$ cat src/rtl/funct_reader_pkg.sv
// Shared definitions for the function-generator sample reader.
//   state_e       : reader FSM state encoding
//   DIV_WIDTH_DEF : default width of the sample-period divider
//   MIN_DIV_DEF   : default smallest legal sample period in clocks
package funct_reader_pkg;

    localparam int DIV_WIDTH_DEF = 16;
    localparam int MIN_DIV_DEF   = 4;

    typedef enum logic [2:0] {
        IDLE = 3'd0,
        WAIT = 3'd1,
        READ = 3'd2,
        LOAD = 3'd3,
        OUT  = 3'd4
    } state_e;

endpackage

$ cat src/rtl/funct_reader_tick.sv
// Sample-period tick generator: a reload down-counter.
// Ports:
//   clk, rst : clock, synchronous active-high reset
//   load     : hold the counter at div_reg-1 (reader idle)
//   div_reg  : period in clocks (already clamped by the caller)
//   tick     : high for one clock every div_reg clocks while not loading
module funct_reader_tick
    import funct_reader_pkg::*;
#(
    parameter int DIV_WIDTH = DIV_WIDTH_DEF
) (
    input  logic                 clk,
    input  logic                 rst,
    input  logic                 load,
    input  logic [DIV_WIDTH-1:0] div_reg,
    output logic                 tick
);

    localparam logic [DIV_WIDTH-1:0] ZERO = {DIV_WIDTH{1'b0}};
    localparam logic [DIV_WIDTH-1:0] ONE  = {{(DIV_WIDTH-1){1'b0}}, 1'b1};

    logic [DIV_WIDTH-1:0] cnt_r;

    // The counter sitting at 0 in idle right after reset must not look like a tick.
    assign tick = (!load) && (cnt_r == ZERO);

    // Down-counter: reload on load or on reaching zero, else decrement.
    always_ff @(posedge clk) begin
        if (rst) begin
            cnt_r <= ZERO;
        end else if (load || (cnt_r == ZERO)) begin
            cnt_r <= div_reg - ONE;
        end else begin
            cnt_r <= cnt_r - ONE;
        end
    end

endmodule

$ cat src/rtl/funct_sample_reader.sv
// Read-side consumer of the function-generator sample FIFO. Pops one sample
// per programmable period and presents it on a valid/ready stream.
// Optional feature macro: FUNCT_READER_CNT_EN (delivered-sample counter).
// Ports:
//   clk, rst         : clock, synchronous active-high reset
//   enh_i            : run enable (level)
//   div_i            : sample period, latched on IDLE->WAIT, clamped to MIN_DIV
//   clr_flags_i      : clear sticky flags (and sample counter)
//   fifo_empty_i     : FIFO empty flag
//   fifo_rd_en_o     : one-cycle FIFO pop strobe
//   fifo_data_i      : FIFO data, valid one clock after the pop
//   data_o, valid_o  : output sample stream, ready_i accepts
//   underrun_o       : sticky, tick with FIFO empty
//   late_o           : sticky, tick while previous sample still pending
//   sample_cnt_o     : handshake count (zero when the feature is off)
module funct_sample_reader
    import funct_reader_pkg::*;
#(
    parameter int DATA_WIDTH = 32,
    parameter int DIV_WIDTH  = DIV_WIDTH_DEF,
    parameter int MIN_DIV    = MIN_DIV_DEF
) (
    input  logic                  clk,
    input  logic                  rst,
    input  logic                  enh_i,
    input  logic [DIV_WIDTH-1:0]  div_i,
    input  logic                  clr_flags_i,
    input  logic                  fifo_empty_i,
    output logic                  fifo_rd_en_o,
    input  logic [DATA_WIDTH-1:0] fifo_data_i,
    output logic [DATA_WIDTH-1:0] data_o,
    output logic                  valid_o,
    input  logic                  ready_i,
    output logic                  underrun_o,
    output logic                  late_o,
    output logic [31:0]           sample_cnt_o
);

    localparam logic [DIV_WIDTH-1:0] MIN_DIV_L = DIV_WIDTH'(MIN_DIV);

    function automatic logic [DIV_WIDTH-1:0] clamp_div(input logic [DIV_WIDTH-1:0] d);
        return (d < MIN_DIV_L) ? MIN_DIV_L : d;
    endfunction

    state_e                state_r;
    logic [DIV_WIDTH-1:0]  div_reg_r;
    logic [DATA_WIDTH-1:0] data_r;
    logic                  valid_r;
    logic                  rd_en_r;
    logic                  underrun_r;
    logic                  late_r;

    logic                  idle_s;
    logic [DIV_WIDTH-1:0]  div_sel_s;
    logic                  tick_s;
    logic                  underrun_set_s;
    logic                  late_set_s;

    // In idle the counter preloads from the clamped div_i, so the first WAIT
    // period already uses the period being latched on the same edge.
    always_comb begin
        idle_s         = 1'b0;
        div_sel_s      = div_reg_r;
        underrun_set_s = 1'b0;
        late_set_s     = 1'b0;
        if (state_r == IDLE) begin
            idle_s    = 1'b1;
            div_sel_s = clamp_div(div_i);
        end else begin
            idle_s    = 1'b0;
            div_sel_s = div_reg_r;
        end
        // Disable wins over a tick in WAIT, so no underrun on that cycle.
        if ((state_r == WAIT) && enh_i && tick_s && fifo_empty_i) begin
            underrun_set_s = 1'b1;
        end else begin
            underrun_set_s = 1'b0;
        end
        if ((state_r == OUT) && tick_s) begin
            late_set_s = 1'b1;
        end else begin
            late_set_s = 1'b0;
        end
    end

    funct_reader_tick #(
        .DIV_WIDTH (DIV_WIDTH)
    ) u_tick (
        .clk     (clk),
        .rst     (rst),
        .load    (idle_s),
        .div_reg (div_sel_s),
        .tick    (tick_s)
    );

    // Reader FSM with registered stream outputs and sticky flags.
    always_ff @(posedge clk) begin
        if (rst) begin
            state_r    <= IDLE;
            div_reg_r  <= MIN_DIV_L;
            data_r     <= {DATA_WIDTH{1'b0}};
            valid_r    <= 1'b0;
            rd_en_r    <= 1'b0;
            underrun_r <= 1'b0;
            late_r     <= 1'b0;
        end else begin
            rd_en_r <= 1'b0;
            // A set event in the same cycle beats the clear request.
            underrun_r <= underrun_set_s ? 1'b1 : (clr_flags_i ? 1'b0 : underrun_r);
            late_r     <= late_set_s     ? 1'b1 : (clr_flags_i ? 1'b0 : late_r);
            case (state_r)
                IDLE: begin
                    if (enh_i) begin
                        state_r   <= WAIT;
                        div_reg_r <= clamp_div(div_i);
                    end else begin
                        state_r <= IDLE;
                    end
                end
                WAIT: begin
                    if (!enh_i) begin
                        state_r <= IDLE;
                    end else if (tick_s && !fifo_empty_i) begin
                        state_r <= READ;
                        rd_en_r <= 1'b1;
                    end else begin
                        state_r <= WAIT;
                    end
                end
                READ: begin
                    state_r <= LOAD;
                end
                LOAD: begin
                    data_r  <= fifo_data_i;
                    valid_r <= 1'b1;
                    state_r <= OUT;
                end
                OUT: begin
                    if (ready_i) begin
                        valid_r <= 1'b0;
                        state_r <= enh_i ? WAIT : IDLE;
                    end else begin
                        state_r <= OUT;
                    end
                end
                default: begin
                    valid_r <= 1'b0;
                    state_r <= IDLE;
                end
            endcase
        end
    end

    assign fifo_rd_en_o = rd_en_r;
    assign data_o       = data_r;
    assign valid_o      = valid_r;
    assign underrun_o   = underrun_r;
    assign late_o       = late_r;

`ifdef FUNCT_READER_CNT_EN
    logic [31:0] cnt_r;
    logic        hs_s;

    assign hs_s = valid_r && ready_i;

    // Handshake counter; an increment concurrent with a clear restarts at 1.
    always_ff @(posedge clk) begin
        if (rst) begin
            cnt_r <= 32'd0;
        end else if (hs_s) begin
            cnt_r <= clr_flags_i ? 32'd1 : (cnt_r + 32'd1);
        end else if (clr_flags_i) begin
            cnt_r <= 32'd0;
        end else begin
            cnt_r <= cnt_r;
        end
    end

    assign sample_cnt_o = cnt_r;
`else
    assign sample_cnt_o = 32'd0;
`endif

endmodule

$ cat config.mk
export PLATFORM = sky130hd
export DESIGN_NAME = funct_sample_reader
export DESIGN_NICKNAME = d
export VERILOG_FILES = /design/src/rtl/funct_reader_pkg.sv /design/src/rtl/funct_reader_tick.sv /design/src/rtl/funct_sample_reader.sv
export SDC_FILE = /design/constraint.sdc
export NUM_CORES = 1
export LEC_CHECK = 0
export CORE_UTILIZATION = 45
export DETAILED_ROUTE_END_ITERATION = 7
export PLACE_DENSITY = 0.92
export SKIP_LAST_GASP = 1
export SYNTH_ARGS = -nofsm -noshare
export SYNTH_HDL_FRONTEND = slang
export SYNTH_SLANG_ARGS = --single-unit
$ cat constraint.sdc
create_clock -name clk -period 3.25 [get_ports clk]
set_clock_uncertainty 0.15 [all_clocks]
set_input_delay 0.65 -clock clk [delete_from_list [all_inputs] [get_ports clk]]
set_output_delay 0.65 -clock clk [all_outputs]
set_load 0.005 [all_outputs]
Word-level counts from Yosys, hierarchy flattened
Cells that the tools add are included.
{ "totals": {"ff_bits": 71, "latch_bits": 0, "ramBits": 0, "rom_bits": 0, "output_inout_bits": 68, "wordCells": 53, "mem_count": 0} }
{ "op_classes": {"add_sub_neg": 2, "n_mul": 0, "n_div": 0, "order_cmp": 1, "eq_ne": 5, "shift": 0, "n_mux": 17, "n_bitwise": 3, "reduce_logical": 17} }
{ "op_table": {"columns": ["operator", "count"], "rows": [
  ["$mux 16", 3],
  ["$sub 16x1->16 const B", 2],
  ["$logic_not 16->1", 1],
  ["$lt 16x3->1 const B", 1],
  ["$pmux 3 s5", 1],
  ["$mux 1", 9],
  ["$eq 3x2->1 const B", 2],
  ["$logic_and 1x1->1", 6],
  ["$reduce_or 3->1", 2],
  ["$mux 2", 2],
  ["$reduce_and 2->1", 2],
  ["$reduce_bool 2->1", 2],
  ["$eq 3x1->1 const B", 1],
  ["$eq 3x3->1 const B", 1],
  ["$logic_not 3->1", 1],
  ["$mux 3", 1],
  ["$not 1->1", 3],
  ["$pmux 1 s3", 1],
  ["$logic_not 1->1", 2],
  ["$ne 2x2->1 const B", 1],
  ["$logic_or 1x1->1", 1]
]} }

Depth between registers and ports, before layout
{ "depth": {"depth_word": 8, "mapped_depth": 12, "ltp_nobuf": 10} }

Hierarchy
From an unflattened synthesis, not the netlist that was laid out.
{ "hier_totals": {"hier_cells": 436, "hier_area_um2": 3583.4} }
{ "modules_own_cells": {"columns": ["module", "instances", "cells_per_inst", "area_per_inst_um2"], "rows": [
  ["funct_sample_reader", 1, 308, 2491.1],
  ["funct_reader_tick", 1, 128, 1092.3]
]} }

Least setup slack after synthesis
No wires, ideal clock.
{ "synth_path": {"kind": "register to register", "start": "register state_r[1]", "end": "register u_tick.cnt_r[14]", "setup_time_ps": 71, "arrival_ps": 2555, "setup_slack_ps": 474, "stages_incl_launch_ff": 13, "path_buffers": 4, "path_cell_list": "dfxtp_1 -> buf_6 -> nor3_2 -> buf_6 -> buf_2 -> buf_1 -> nor2_1 -> a31oi_1 -> ha_1 -> o21a_1 -> nand3_1 -> or4_1 -> a21oi_1"} }
{ "synth_between": {"elab_chain_cells": 4} }
{ "synth_rtl": {"columns": ["element", "line", "source"], "rows": [
  ["start, declared", "funct_sample_reader.sv:45", "state_e state_r;"],
  ["start signal, assigned", "funct_sample_reader.sv:141", "state_r <= enh_i ? WAIT : IDLE;"],
  ["$logic_not 3->1 (*)", "funct_sample_reader.sv:66", "if (state_r == IDLE) begin"],
  ["$mux 16 / $mux 1 (equally long branches)", "funct_sample_reader.sv:66", null],
  ["$sub 16x1->16 / $logic_or 1x1->1 (equally long branches)", "funct_reader_tick.sv:32, funct_reader_tick.sv:31", null],
  ["$mux 16 (*)", "funct_reader_tick.sv:31", "end else if (load || (cnt_r == ZERO)) begin"],
  ["end signal, assigned", "funct_reader_tick.sv:32", "cnt_r <= div_reg - ONE;"],
  ["end signal, assigned", "funct_reader_tick.sv:34", "cnt_r <= cnt_r - ONE;"],
  ["end, declared", "funct_reader_tick.sv:22", "logic [DIV_WIDTH-1:0] cnt_r;"]
]} }
Every way passes the cells marked *; elsewhere a longest branch is shown, timed or not.
A chain may end at the register's enable or synchronous reset.

Final worst setup path
{ "layout_path": {"start": "input div_i[9]", "end": "register u_tick.cnt_r[14]"} }
{ "layout_between": {"elab_chain_cells": 5} }
{ "layout_rtl": {"columns": ["element", "line", "source"], "rows": [
  ["start, declared", "funct_sample_reader.sv:26", "input logic [DIV_WIDTH-1:0] div_i,"],
  ["$lt 16x3->1", "funct_sample_reader.sv:42", "return (d < MIN_DIV_L) ? MIN_DIV_L : d;"],
  ["$mux 16 (*)", "funct_sample_reader.sv:42", null],
  ["$mux 16 (*)", "funct_sample_reader.sv:66", null],
  ["$sub 16x1->16 (*)", "funct_reader_tick.sv:32", null],
  ["$mux 16 (*)", "funct_reader_tick.sv:31", null]
]} }
Marked as above.

==> flow_summary_export.csv <==
group,metric,value,unit
floorplanning,start_util,46.3,%
finish,drive_gt1_share,9.35,%
worst_setup_path,cp_max_fo,4,
worst_setup_path,cp-startpoint,"div_i[9]",
outcome,outcome,"finished clean",
floorplanning,die_width,88.4,um
finish,nets,574,
sta,clock.fmax,328,MHz
power,power_leakage,1.63,nW
yosys,synth_seq_cells,71,
run,drv_cap,0,
global_route,grt_pass1_vias,2920,
power,finalPower,0.00196,W
route,viasPerCell,5.16,
min_path,hp-start,"data_o[30]",
sta,postLayoutSetupSlackWorst,0.204,ns
yosys,syn_inst,429,
route,via_count,3213,
sta,setup_tns,0,ns
yosys,synthXorXnorAreaFrac,2.35,%
clock_tree,cts_hold_buf,0,
worst_setup_path,rrSetupSlack,0.25,ns
global_route,grt_first_pass_wirelength,13000,um
clock_tree,cts_root_buf,"clkbuf_8",
clock_tree,cts_setup_buffers,0,
sta,rsz0062_at_grt,"false",
route,drtPass1Iterations,4,
yosys,synth_area,3360,sq um
worst_setup_path,critPathCaptureType,"flop",
yosys,synthSimpleGateAreaFrac,23.5,%
worst_setup_path,critPathMaxStageDelay,0.44,ns
global_route,overflow,0,
worst_setup_path,worstPathRequired,3.28,ns
floorplanning,die_h,88.4,um
power,p_switching,0.000487,W
yosys,synth_fa_ha_area_share,0.372,%
worst_setup_path,critPathKind,"primary input to flop",
placement,routabilityCongestion,0.895,
power,pwr-share-clk,40.5,%
worst_setup_path,reg2reg_depth,8,
yosys,synth_mux_area_share,1.64,%
worst_setup_path,timing.rr.start,"state_r[1]",
worst_setup_path,start_kind,"primary input",
placement,place_area,4240,sq um
power,sw_frac_of_total,24.8,%
placement,dpl_worst_slack,-0.0604,ns
floorplanning,io_pins,122,
yosys,synth_compound_area_share,17.8,%
sta,slew_viol_final,0,
yosys,ys_types,52,
power,power_per_cell_area,440,nW/um^2
route,wire_per_inst,13.3,um
floorplanning,dieArea,7820,sq um
sta,maxSlewHeadroom,22.4,%
clock_tree,ctsResizeCount,0,
clock_tree,ctsHtreeMaxLevel,3,
floorplanning,rows,31,
worst_setup_path,cp_slowest_cell,"clkdlybuf4s50_1",
clock_tree,clkSlewWorstSetupHoldPaths,0.08,ns
route,drc,0,
clock_tree,clkSinkCount,71,
finish,fin_util,61.6,%
finish,design_area,4470,sq um
yosys,synth_top_cell_by_area,"dfxtp_1",
worst_setup_path,worstReg2RegEnd,"u_tick.cnt_r[15]",
floorplanning,coreArea,7250,sq um
finish,mostFrequentLayoutCells,"nand2_1, clkdlybuf4s50_1, dfxtp_1",
route,ant_nets,0,
worst_setup_path,crit_top_cell,"buf_4",
worst_setup_path,path_cells,"clkdlybuf4s50_1, nor4_1, buf_4, nand4_1, a31oi_1, ha_1, o21a_1, nand3_1, buf_4, o31ai_1, a21oi_1",
global_route,antenna_found_initial,0,
min_path,holdPathEnd,"data_o[30]",
global_route,grt_usage,21.4,%
clock_tree,clk_latency,0.34,ns
finish,area_delta_synth_final,33.0,%
yosys,synth.yosys.seq_area_share,42.3,%
sta,period_needed,3.05,ns
yosys,async_flop_share,0,%
min_path,hp-class,"flop to flop",
clock_tree,cts_tree,"yes",
finish,layout_commonest_cell,"nand2_1",
clock_tree,ctsLongestPathBuffers,2,
clock_tree,cts_buffers,9,
yosys,synth_top_cells_by_area,"dfxtp_1, nand2_1, a21oi_1, buf_4, nor2_1",
yosys,synth_top_family_by_area,"simple AND/OR/NAND/NOR gates",
min_path,whs_path_depth,2,
yosys,yosys_warnings,0,
yosys,synthFlopType,"dfxtp_1",
power,p_comb_share,12.7,%
placement,hpwl,5900,um
power,pwr-share-seq,46.8,%
power,p_int,0.00148,W
yosys,synth-edff-count,0,
worst_setup_path,arrival,3.08,ns
route,drt_iter0_markers,197,
power,ir_drop,0.000240,V
sta,timing.final.crit_share,93.7,%
yosys,yosysTopAreaCellShare,42.3,%
global_route,grt_max_degree,49,
placement,port_buffers,89,
sta,report.final.setup_viol,0,
yosys,avgSynthCellArea,7.83,sq um
finish,n_antenna_cell,0,
sta,worst_slew_pin_slew,1.16,ns
sta,finalHoldViolCount,0,
route,drt-total-wl,8310,um
metal layers:
metal / vias to the layer above / track usage, % / part of all wire [%] / routed length, um
met5: - / 0 / 0 / 0
met4: 0 / 11.4 / 2.0 / 169
met3: 15 / 4.01 / 6.2 / 516
met2: 131 / 35.8 / 50 / 4170
met1: 1493 / 26.1 / 42 / 3450
li1: 1574 / - / - / -
synthesized netlist by cell type (5+ instances only):
cell and count:
nor4_1 7, clkbuf_1 18, nand2_1 103, dfxtp_1 71, buf_4 35, xnor2_1 6
o21ai_0 7, nand3_1 5, nor2_1 28, a21oi_1 68, nor3_1 7
power groups by stage:
stage          Combinational (W)  Sequential [W]  Clock, W
6_report                0.000250        0.000919  0.000796
4_1_cts                 0.000247        0.000918  0.000815
3_3_place_gp            0.000237        0.000937         0
2_1_floorplan           0.000168        0.000932         0
5_1_grt                 0.000277        0.000922  0.000851
3_5_place_dp            0.000245        0.000938         0
cell families (layout without fill, tap and decap cells):
group | after synthesis | count (layout)
xor+xnor | 9 | 9
flops | 71 | 71
simple gates | 177 | 177
fa+ha+maj | 1 | 1
mux | 5 | 5
compound gates | 102 | 102
buf+inv | 63 | 127
other cells | 1 | 32
worst max path at each step:
stage	endpoint	slack, ns	cells past startpoint
finish	u_tick.cnt_r[14]	0.20	11
global route	u_tick.cnt_r[15]	0.06	8
CTS	u_tick.cnt_r[14]	0.28	11
detailed placement	u_tick.cnt_r[14]	-0.06	11
global placement	u_tick.cnt_r[14]	0.04	10
floorplan	u_tick.cnt_r[14]	0.47	12
critical path: cells and delay by family:
family / cells / cell delay, ns
AOI/OAI and AO/OA: 4 / 0.78
buffers and inverters: 3 / 0.81
and+or+nand+nor: 3 / 0.63
adders and majority gates: 1 / 0.20
area by class of cell:
type                    count  area (sq um)
multi-input cells         326          1650
clock inverters             6          91.3
clock buffers              10           138
fillers                   649          2790
inverters                   3          11.3
repair buffers            108          1030
well taps                  99           124
flip-flops and latches     71          1420
metrics by stage:
step                      hold WS (ns)  cells
after floorplan                  0.286    460
after global placement           0.291    607
after detailed placement         0.296    607
after CTS                        0.307    623
after global routing             0.322    623
final                            0.305    623
flip-flops by register name (all words and copies together) (netlist names):
signal and flops:
fifo_rd_en_o 1, late_o 1, data_o 32, u_tick.cnt_r 16, state_r 3, valid_o 1, underrun_o 1, div_reg_r 16
No activity file was read; power rests on OpenSTA's default activity.
